==> src/rtl/muldiv_unit.sv <==
// muldiv_unit: iterative RV32M multiply/divide unit for the execute stage.
// One operation in flight at a time. Normal operations take 32 CALC cycles
// plus one FIX cycle. Divide-by-zero and signed overflow are resolved at
// acceptance and answered one cycle later without leaving IDLE.
module muldiv_unit (
    input  logic        clock,
    input  logic        reset,
    input  logic        start,
    input  logic        kill,
    input  logic [2:0]  funct3,
    input  logic [31:0] operand_a,
    input  logic [31:0] operand_b,
    input  logic [4:0]  rd_in,
    output logic        busy,
    output logic        done,
    output logic        writereg,
    output logic [31:0] result,
    output logic [4:0]  rd_out
);

    // RV32M funct3 encodings
    localparam logic [2:0] OP_MUL    = 3'b000;
    localparam logic [2:0] OP_MULH   = 3'b001;
    localparam logic [2:0] OP_MULHSU = 3'b010;
    localparam logic [2:0] OP_MULHU  = 3'b011;
    localparam logic [2:0] OP_DIV    = 3'b100;
    localparam logic [2:0] OP_DIVU   = 3'b101;
    localparam logic [2:0] OP_REM    = 3'b110;
    localparam logic [2:0] OP_REMU   = 3'b111;

    localparam logic [5:0] LAST_ITER = 6'd31;

    typedef enum logic [1:0] {
        IDLE = 2'd0,
        CALC = 2'd1,
        FIX  = 2'd2
    } state_t;

    state_t state_reg, state_next;

    // Operation context captured at acceptance
    logic [2:0]  op_reg;
    logic [4:0]  rd_reg;
    logic [31:0] addend_reg;     // multiplicand magnitude, or divisor magnitude
    logic [63:0] acc_reg;        // {product hi, multiplier/product lo} or {remainder, quotient}
    logic        neg_res_reg;    // negate product / quotient in FIX
    logic        neg_rem_reg;    // negate remainder in FIX
    logic [5:0]  count_reg;

    // Special-case answer waiting one cycle before it is presented
    logic        spec_pend_reg;
    logic [31:0] spec_val_reg;
    logic [4:0]  spec_rd_reg;

    // Registered outputs
    logic        done_reg, done_next;
    logic [31:0] result_reg, result_next;
    logic [4:0]  rd_out_reg, rd_out_next;

    // ------------------------------------------------------------------
    // Operand decode at acceptance
    // ------------------------------------------------------------------
    logic        is_div;
    logic        a_signed, b_signed;
    logic        a_neg, b_neg;
    logic [31:0] a_mag, b_mag;
    logic        div_zero, div_ovf, special;
    logic [31:0] special_val;
    logic        accept;

    // Classify the incoming request and form operand magnitudes
    always_comb begin
        is_div   = funct3[2];
        a_signed = 1'b0;
        b_signed = 1'b0;
        case (funct3)
            OP_MULH:   begin a_signed = 1'b1; b_signed = 1'b1; end
            OP_MULHSU: begin a_signed = 1'b1; b_signed = 1'b0; end
            OP_DIV:    begin a_signed = 1'b1; b_signed = 1'b1; end
            OP_REM:    begin a_signed = 1'b1; b_signed = 1'b1; end
            default:   begin a_signed = 1'b0; b_signed = 1'b0; end
        endcase

        a_neg = a_signed & operand_a[31];
        b_neg = b_signed & operand_b[31];
        a_mag = a_neg ? (~operand_a + 32'd1) : operand_a;
        b_mag = b_neg ? (~operand_b + 32'd1) : operand_b;

        // Divide by zero applies to all four divide ops; overflow only to
        // the signed pair DIV/REM (funct3[0] clear).
        div_zero = is_div && (operand_b == 32'd0);
        div_ovf  = is_div && !funct3[0] &&
                   (operand_a == 32'h8000_0000) && (operand_b == 32'hFFFF_FFFF);
        special  = div_zero || div_ovf;

        special_val = 32'd0;
        if (div_zero) begin
            special_val = funct3[1] ? operand_a : 32'hFFFF_FFFF;
        end else if (div_ovf) begin
            special_val = funct3[1] ? 32'd0 : 32'h8000_0000;
        end

        // kill in IDLE drops the request
        accept = (state_reg == IDLE) && start && !kill;
    end

    // ------------------------------------------------------------------
    // One iteration step for each datapath
    // ------------------------------------------------------------------
    logic [32:0] mul_sum;
    logic [63:0] mul_step;
    logic [32:0] div_trial;
    logic        div_fits;
    logic [31:0] div_diff;
    logic [63:0] div_step;
    logic [63:0] acc_next;

    // Shift-add multiply and restoring shift-subtract divide, one bit per cycle
    always_comb begin
        // Multiply: add multiplicand to the high half when the current
        // multiplier bit is set, then shift the 65-bit result right.
        mul_sum  = {1'b0, acc_reg[63:32]} + (acc_reg[0] ? {1'b0, addend_reg} : 33'd0);
        mul_step = {mul_sum, acc_reg[31:1]};

        // Divide: bring the next dividend bit into the partial remainder.
        // The remainder stays below the divisor, so when the trial fits the
        // 32-bit difference is exact.
        div_trial = {acc_reg[63:32], acc_reg[31]};
        div_fits  = div_trial >= {1'b0, addend_reg};
        div_diff  = div_trial[31:0] - addend_reg;
        div_step  = div_fits ? {div_diff, acc_reg[30:0], 1'b1}
                             : {div_trial[31:0], acc_reg[30:0], 1'b0};

        acc_next = op_reg[2] ? div_step : mul_step;
    end

    // ------------------------------------------------------------------
    // Sign fix-up and result selection in FIX
    // ------------------------------------------------------------------
    logic [63:0] product_fixed;
    logic [31:0] quotient_fixed;
    logic [31:0] remainder_fixed;
    logic [31:0] fix_value;

    // Restore signs and pick the architectural result for the latched op
    always_comb begin
        product_fixed   = neg_res_reg ? (~acc_reg + 64'd1) : acc_reg;
        quotient_fixed  = neg_res_reg ? (~acc_reg[31:0] + 32'd1) : acc_reg[31:0];
        remainder_fixed = neg_rem_reg ? (~acc_reg[63:32] + 32'd1) : acc_reg[63:32];

        case (op_reg)
            OP_MUL:                     fix_value = product_fixed[31:0];
            OP_MULH, OP_MULHSU,
            OP_MULHU:                   fix_value = product_fixed[63:32];
            OP_DIV, OP_DIVU:            fix_value = quotient_fixed;
            OP_REM, OP_REMU:            fix_value = remainder_fixed;
            default:                    fix_value = 32'd0;
        endcase
    end

    // ------------------------------------------------------------------
    // FSM
    // ------------------------------------------------------------------

    // State register
    always_ff @(posedge clock or negedge reset) begin
        if (!reset) begin
            state_reg <= IDLE;
        end else begin
            state_reg <= state_next;
        end
    end

    // Next-state logic
    always_comb begin
        state_next = state_reg;
        case (state_reg)
            IDLE: begin
                if (accept && !special) begin
                    state_next = CALC;
                end
            end
            CALC: begin
                if (kill) begin
                    state_next = IDLE;
                end else if (count_reg == LAST_ITER) begin
                    state_next = FIX;
                end
            end
            FIX: begin
                state_next = IDLE;
            end
            default: begin
                state_next = IDLE;
            end
        endcase
    end

    // Output logic: what the registered outputs take at the next edge
    always_comb begin
        done_next   = 1'b0;
        result_next = result_reg;
        rd_out_next = rd_out_reg;
        if ((state_reg == FIX) && !kill) begin
            done_next   = 1'b1;
            result_next = fix_value;
            rd_out_next = rd_reg;
        end else if (spec_pend_reg) begin
            done_next   = 1'b1;
            result_next = spec_val_reg;
            rd_out_next = spec_rd_reg;
        end
    end

    // ------------------------------------------------------------------
    // Sequential datapath
    // ------------------------------------------------------------------

    // Capture operation context on acceptance, then iterate during CALC
    always_ff @(posedge clock or negedge reset) begin
        if (!reset) begin
            op_reg      <= 3'd0;
            rd_reg      <= 5'd0;
            addend_reg  <= 32'd0;
            acc_reg     <= 64'd0;
            neg_res_reg <= 1'b0;
            neg_rem_reg <= 1'b0;
            count_reg   <= 6'd0;
        end else begin
            if (accept && !special) begin
                op_reg      <= funct3;
                rd_reg      <= rd_in;
                addend_reg  <= is_div ? b_mag : a_mag;
                acc_reg     <= {32'd0, (is_div ? a_mag : b_mag)};
                neg_res_reg <= a_neg ^ b_neg;
                neg_rem_reg <= a_neg;
                count_reg   <= 6'd0;
            end else if (state_reg == CALC) begin
                acc_reg   <= acc_next;
                count_reg <= count_reg + 6'd1;
            end
        end
    end

    // Hold a special-case answer for one cycle so it appears with 1-cycle latency
    always_ff @(posedge clock or negedge reset) begin
        if (!reset) begin
            spec_pend_reg <= 1'b0;
            spec_val_reg  <= 32'd0;
            spec_rd_reg   <= 5'd0;
        end else begin
            spec_pend_reg <= accept && special;
            if (accept && special) begin
                spec_val_reg <= special_val;
                spec_rd_reg  <= rd_in;
            end
        end
    end

    // Output registers; result and rd_out hold until the next completion
    always_ff @(posedge clock or negedge reset) begin
        if (!reset) begin
            done_reg   <= 1'b0;
            result_reg <= 32'd0;
            rd_out_reg <= 5'd0;
        end else begin
            done_reg   <= done_next;
            result_reg <= result_next;
            rd_out_reg <= rd_out_next;
        end
    end

    assign busy     = (state_reg != IDLE);
    assign done     = done_reg;
    assign writereg = done_reg;
    assign result   = result_reg;
    assign rd_out   = rd_out_reg;

endmodule

==> config.mk <==
export PLATFORM = sky130hd
export DESIGN_NAME = muldiv_unit
export DESIGN_NICKNAME = d
export VERILOG_FILES = /design/src/rtl/muldiv_unit.sv
export SDC_FILE = /design/constraint.sdc
export NUM_CORES = 1
export LEC_CHECK = 0
export BUFFER_PORTS_ARGS = -buffer_cell sky130_fd_sc_hd__clkbuf_2
export CAP_MARGIN = 30
export CELL_PAD_IN_SITES_DETAIL_PLACEMENT = 0
export CELL_PAD_IN_SITES_GLOBAL_PLACEMENT = 2
export CORE_MARGIN = 2
export CORE_UTILIZATION = 35
export CTS_BUF_LIST = sky130_fd_sc_hd__clkbuf_8
export DETAILED_ROUTE_END_ITERATION = 10
export PLACE_DENSITY_LB_ADDON = 0.1
export SLEW_MARGIN = 20
export SYNTH_ARGS = -nofsm -noshare
export SYNTH_HDL_FRONTEND = slang
export SYNTH_SLANG_ARGS = --single-unit
==> constraint.sdc <==
create_clock -name clock -period 4.1 [get_ports clock]
set_input_delay 0.41 -clock clock [delete_from_list [all_inputs] [get_ports clock]]
set_output_delay 0.41 -clock clock [all_outputs]
set_load 0.01 [all_outputs]
**Word level (Yosys, flattened, before mapping)**

Index checks and enable logic that the tools add are counted.

- Register bits after elaboration: 190

- Eq/ne operators: 18
- $lt $le $gt $ge: 1
- Mux-type cells: 31
- Bitwise gates (word level): 8
- Add/subtract/negate cells: 8
- Reductions and logical operators: 25

Operators with widths:

| operator | count |
|---|---|
| 32-bit two-way mux | 13 |
| 64-bit two-way mux | 5 |
| 32-bit by 1-bit adder with 32-bit output, second input constant | 4 |
| 32-bit inverter | 4 |
| 32-bit one-hot mux with 4 select lines | 1 |
| 64-bit by 1-bit adder with 64-bit output, second input constant | 1 |
| 32-bit equality test, second input constant | 2 |
| 64-bit inverter | 1 |
| 32-bit by 32-bit adder with 33-bit output | 1 |
| 33-bit by 32-bit greater-or-equal comparator with 1-bit output | 1 |
| 32-bit zero test | 1 |
| 32-bit subtractor | 1 |
| 3-bit equality test, second input constant | 6 |
| 6-bit two-way mux | 2 |
| 5-bit two-way mux | 2 |
| 3-bit by 2-bit equality test with 1-bit output, second input constant | 3 |
| 1-bit logical AND | 9 |
| 6-bit by 1-bit adder with 6-bit output, second input constant | 1 |
| 3-bit by 1-bit equality test with 1-bit output, second input constant | 2 |
| 6-bit by 5-bit equality test with 1-bit output, second input constant | 1 |
| 2-bit two-way mux | 3 |
| 2-bit nonzero test | 3 |
| 3-bit OR reduction | 2 |
| 1-bit two-way mux | 4 |
| 14 further kinds | 18 |

**Logic depth before layout (Yosys ltp)**

- Depth after elaboration: 9
- Mapped depth: 15

**Worst setup path after synthesis**

No wires, ideal clock.

- Path type: flip-flop to flip-flop
- From: reg acc_reg[0]
- To: reg acc_reg[63]
- Setup slack: 859 ps
- Cell stages (with the launch flop): 16
- Clock period less this slack: 3,241 ps
- Data arrival time: 3,159 ps
- Setup time: 82 ps
- Cell sequence: dfrtp_1 -> clkbuf_1 -> inv_1 -> clkbuf_1 -> nor2_1 -> ha_1 -> clkbuf_1 -> a21oi_1 -> o21ai_0 -> a2bb2oi_1 -> o41ai_2 -> o21a_1 -> nor2_1 -> a31oi_1 -> o41a_1 -> a31oi_1

- Word-level cells in the longest chain between the ends: 5

RTL lines:

| what | RTL line | source |
|---|---|---|
| start, declared | 45 | `logic [63:0] acc_reg;` |
| start signal, assigned | 234 | `acc_reg <= {32'd0, (is_div ? a_mag : b_mag)};` |
| start signal, assigned | 239 | `acc_reg <= acc_next;` |
| 32-bit two-way mux | 122 | `mul_sum = {1'b0, acc_reg[63:32]} + (acc_reg[0] ? {1'b0, addend_reg} : 33'd0);` |
| 32-bit by 32-bit adder with 33-bit output | 122 |  |
| 64-bit two-way mux | 134 | `acc_next = op_reg[2] ? div_step : mul_step;` |
| 64-bit two-way mux | 238 | `end else if (state_reg == CALC) begin` |
| 64-bit two-way mux | 230 | `if (accept && !special) begin` |

No other way between the ends. The select of a mux whose other input is x is not followed.
A chain may end at the register's enable or synchronous reset.

**Final worst setup path**

- From: reg addend_reg[3]
- To: reg acc_reg[44]

- Word-level cells in the longest chain between the ends: 5
- Elaborated cells on any way between the ends: 8
- Those cells by class: add/sub (2); order compare (1); mux (5)

RTL lines:

| what | RTL line | source |
|---|---|---|
| start, declared | 44 | `logic [31:0] addend_reg;` |
| start signal, assigned | 233 | `addend_reg <= is_div ? b_mag : a_mag;` |
| 32-bit two-way mux (tied with other cells) | 122 |  |
| 32-bit by 32-bit adder with 33-bit output or 64-bit two-way mux (tied branches) | 122, 131 |  |
| 64-bit two-way mux (*) | 134 |  |
| 64-bit two-way mux (*) | 238 |  |
| 64-bit two-way mux (*) | 230 |  |

Every way passes the cells marked *; elsewhere a longest branch is shown, timed or not. The select of a mux whose other input is x is not followed.

==> reports/metrics.cfg <==
[clock_tree]
clock-root-buffer = clkbuf_8
cts_sinks = 190
cts_resized = 0
post_cts_buffers = 0
cts_hold_buf = 6
tritoncts = done
cts_made_buffers = 17
insertion_delay_ns = 0.59
path_clk_slew_ns = 0.12
htree_levels = 4
cts.path.max_buffers = 2

[synthesis]
synth.net_count = 2283
synth_edf_count = 0
ys_seq_elements = 190
synthArstFlopShare = 1.00
seq_area_frac_synth = 0.285
synth.largest_area_cell = dfrtp_1
synth_cell_type_count = 96
synthCells = 2135
avgSynthCellArea_um2 = 7.82
synth-main-ff-cell = dfrtp_1
synthTopCellsByArea = dfrtp_1 28%, o21ai_0 6.4%, nand2_1 5.7%, ha_1 5.2%, xnor2_1 5.2%
synth_warnings = 0
synth.top_cell.area_share = 0.285
syn_area_um2 = 16700

[drt]
vias = 16718
top_layer = met5
wl_met3_um = 5340
first_iter_violations = 1699
wl_met2_um = 31800
dr.pass1.iters = 6
vias_per_cell = 5.92
met1_length_um = 33600
drc = 0
ant_nets = 0
wl_per_cell_um = 25.7
drt-total-wl_um = 72500

[place]
port_buffers = 115
gp_congestion = 0.927
place.detailed.hpwl_um = 56300
placed_cells = 2782
placed_area_um2 = 18000

[setup_path]
worst-path-max-fanout = 25
critPathKind = flop to flop
start_kind = flop
endpoint_kind = flop
cp.required_ns = 4.54
cp_data_arrival_time_ns = 4.18

[status]
outcome = finished clean

[timing]
hold_viol_final = 0
slew_headroom = 0.425
fin_crit_ns = 3.74
fin_tns_setup_ns = 0
finClkSkew_ns = 0.0268
fmaxAchievable_mhz = 267
fin_crit_sh = 0.912
setup_viol = 0
tightest_slew_ns = 0.857
slew_violations = 0
rsz0062_at_grt = no
hold_ws_ns = 0.0731

[global_routing]
antenna_found_initial = 6
first_global_vias = 15820
grtUsageTotal = 0.292
grt_max_degree = 107
grt_overflow = 0
grt_pass1_wl_um = 107000

[pwr]
power.density_nw_per_um2 = 615
peakVddDrop_mv = 0.311
leakage_nw = 7.77

[floorplanning]
boundaryPins = 116
dieArea_um2 = 49500
dieWidth_um = 222
die_h_um = 222
row_count = 80
initial_core_util = 0.352
core-area_um2 = 47400

[finish]
n_fill_cell = 4988
final_area_um2 = 18500
largest_reg_flops = 64
drive_gt1_frac = 0.130
instances_no_fill = 2824
nNetsFinal = 2342
syn_to_final_growth_pct = 10.9

[job]
maxCapViolCount = 0

[worst_hold_path]
min_path_type = input pin to flop

==> cells in the final DEF (no fill, tap or decap), drive strengths merged, types with 23 or more instances in the layout <==
cell type    n
or3         23
clkbuf     131
nand2      254
xor2        85
dfrtp      190
o21ai      221
ha          70
nand4       25
o211ai      34
nor3        40
a21o        28
a31oi       23
xnor2       99
buf         73
a21oi      169
o31ai       33
nand3       47
a211oi      29
nor2       193
inv         71
mux2i       76
==> stage by stage <==
stage	worst slack [ns]	power, mW	utilization
after global placement	0.302	9.89	0.379
after global routing	0.115	12.1	0.390
after CTS	0.345	11.3	0.390
final	0.361	11.4	0.390
after floorplan	0.859	7.45	-
after detailed placement	0.347	9.84	0.379
==> path summary, 6_finish.rpt <==
path                                start              to  slack [ns]  cells past startpoint
min in group asynchronous           reset     acc_reg[60]        0.39                      2
setup reg to reg            addend_reg[3]     acc_reg[44]        0.36                     12
max in group asynchronous           reset     acc_reg[12]        2.53                      3
hold reg to reg            spec_rd_reg[2]  spec_rd_reg[2]        0.49                      2
hold / removal                       kill    state_reg[1]        0.07                      2
setup / recovery            addend_reg[3]     acc_reg[44]        0.36                     12
==> cells by family after synthesis <==
group | after synthesis | share of synthesized area
simple gates | 709 | 0.202
compound gates | 674 | 0.252
buf+inv | 217 | 0.0548
flops | 190 | 0.285
xor+xnor | 184 | 0.0965
mux | 89 | 0.0543
fa+ha+maj | 72 | 0.0548
==> critical path: stages, from the launching register on <==
cell	delay, ns
dfrtp_1	0.37
inv_1	0.08
ha_1	0.44
a21o_1	0.22
a21oi_1	0.43
a21oi_1	0.14
or3_1	0.37
nor2_1	0.16
o211a_1	0.57
buf_12	0.27
mux2_2	0.36
nand2_1	0.07
a31oi_1	0.09
==> report_power, final <==
group          internal [mW]  switching, mW  total (mW)
Combinational           2.67           4.46        7.14
Sequential              2.24          0.582        2.82
Clock                  0.482          0.936        1.42
==> Yosys cell counts, types with 24 or more instances <==
cell type / number
a21o_1: 28
nand3_1: 47
o21ai_0: 215
nor2_1: 192
nor3_1: 36
a21oi_1: 169
xor2_1: 85
inv_1: 62
mux2i_1: 76
nand4_1: 24
xnor2_1: 99
nand2_1: 253
o31ai_1: 32
ha_1: 70
dfrtp_1: 190
a211oi_1: 29
clkbuf_1: 104
o211ai_1: 34
==> metal layers <==
layer / track usage / vias up
met5: 0 / -
met4: 0.0892 / 4
met3: 0.0702 / 87
met2: 0.440 / 574
met1: 0.413 / 8215
li1: - / 7838
==> area by class of cell <==
type                    count  area [µm²]  share of cell area
clock inverters            15         195              0.0105
flip-flops and latches    190        4760               0.257
well taps                 615         769              0.0416
diodes                      2        5.00            0.000270
multi-input cells        1728       11100               0.598
clock buffers              17         234              0.0126
inverters                  64         240              0.0130
repair buffers            193        1240              0.0672
Note: power is estimated with default switching activity, not from simulation.
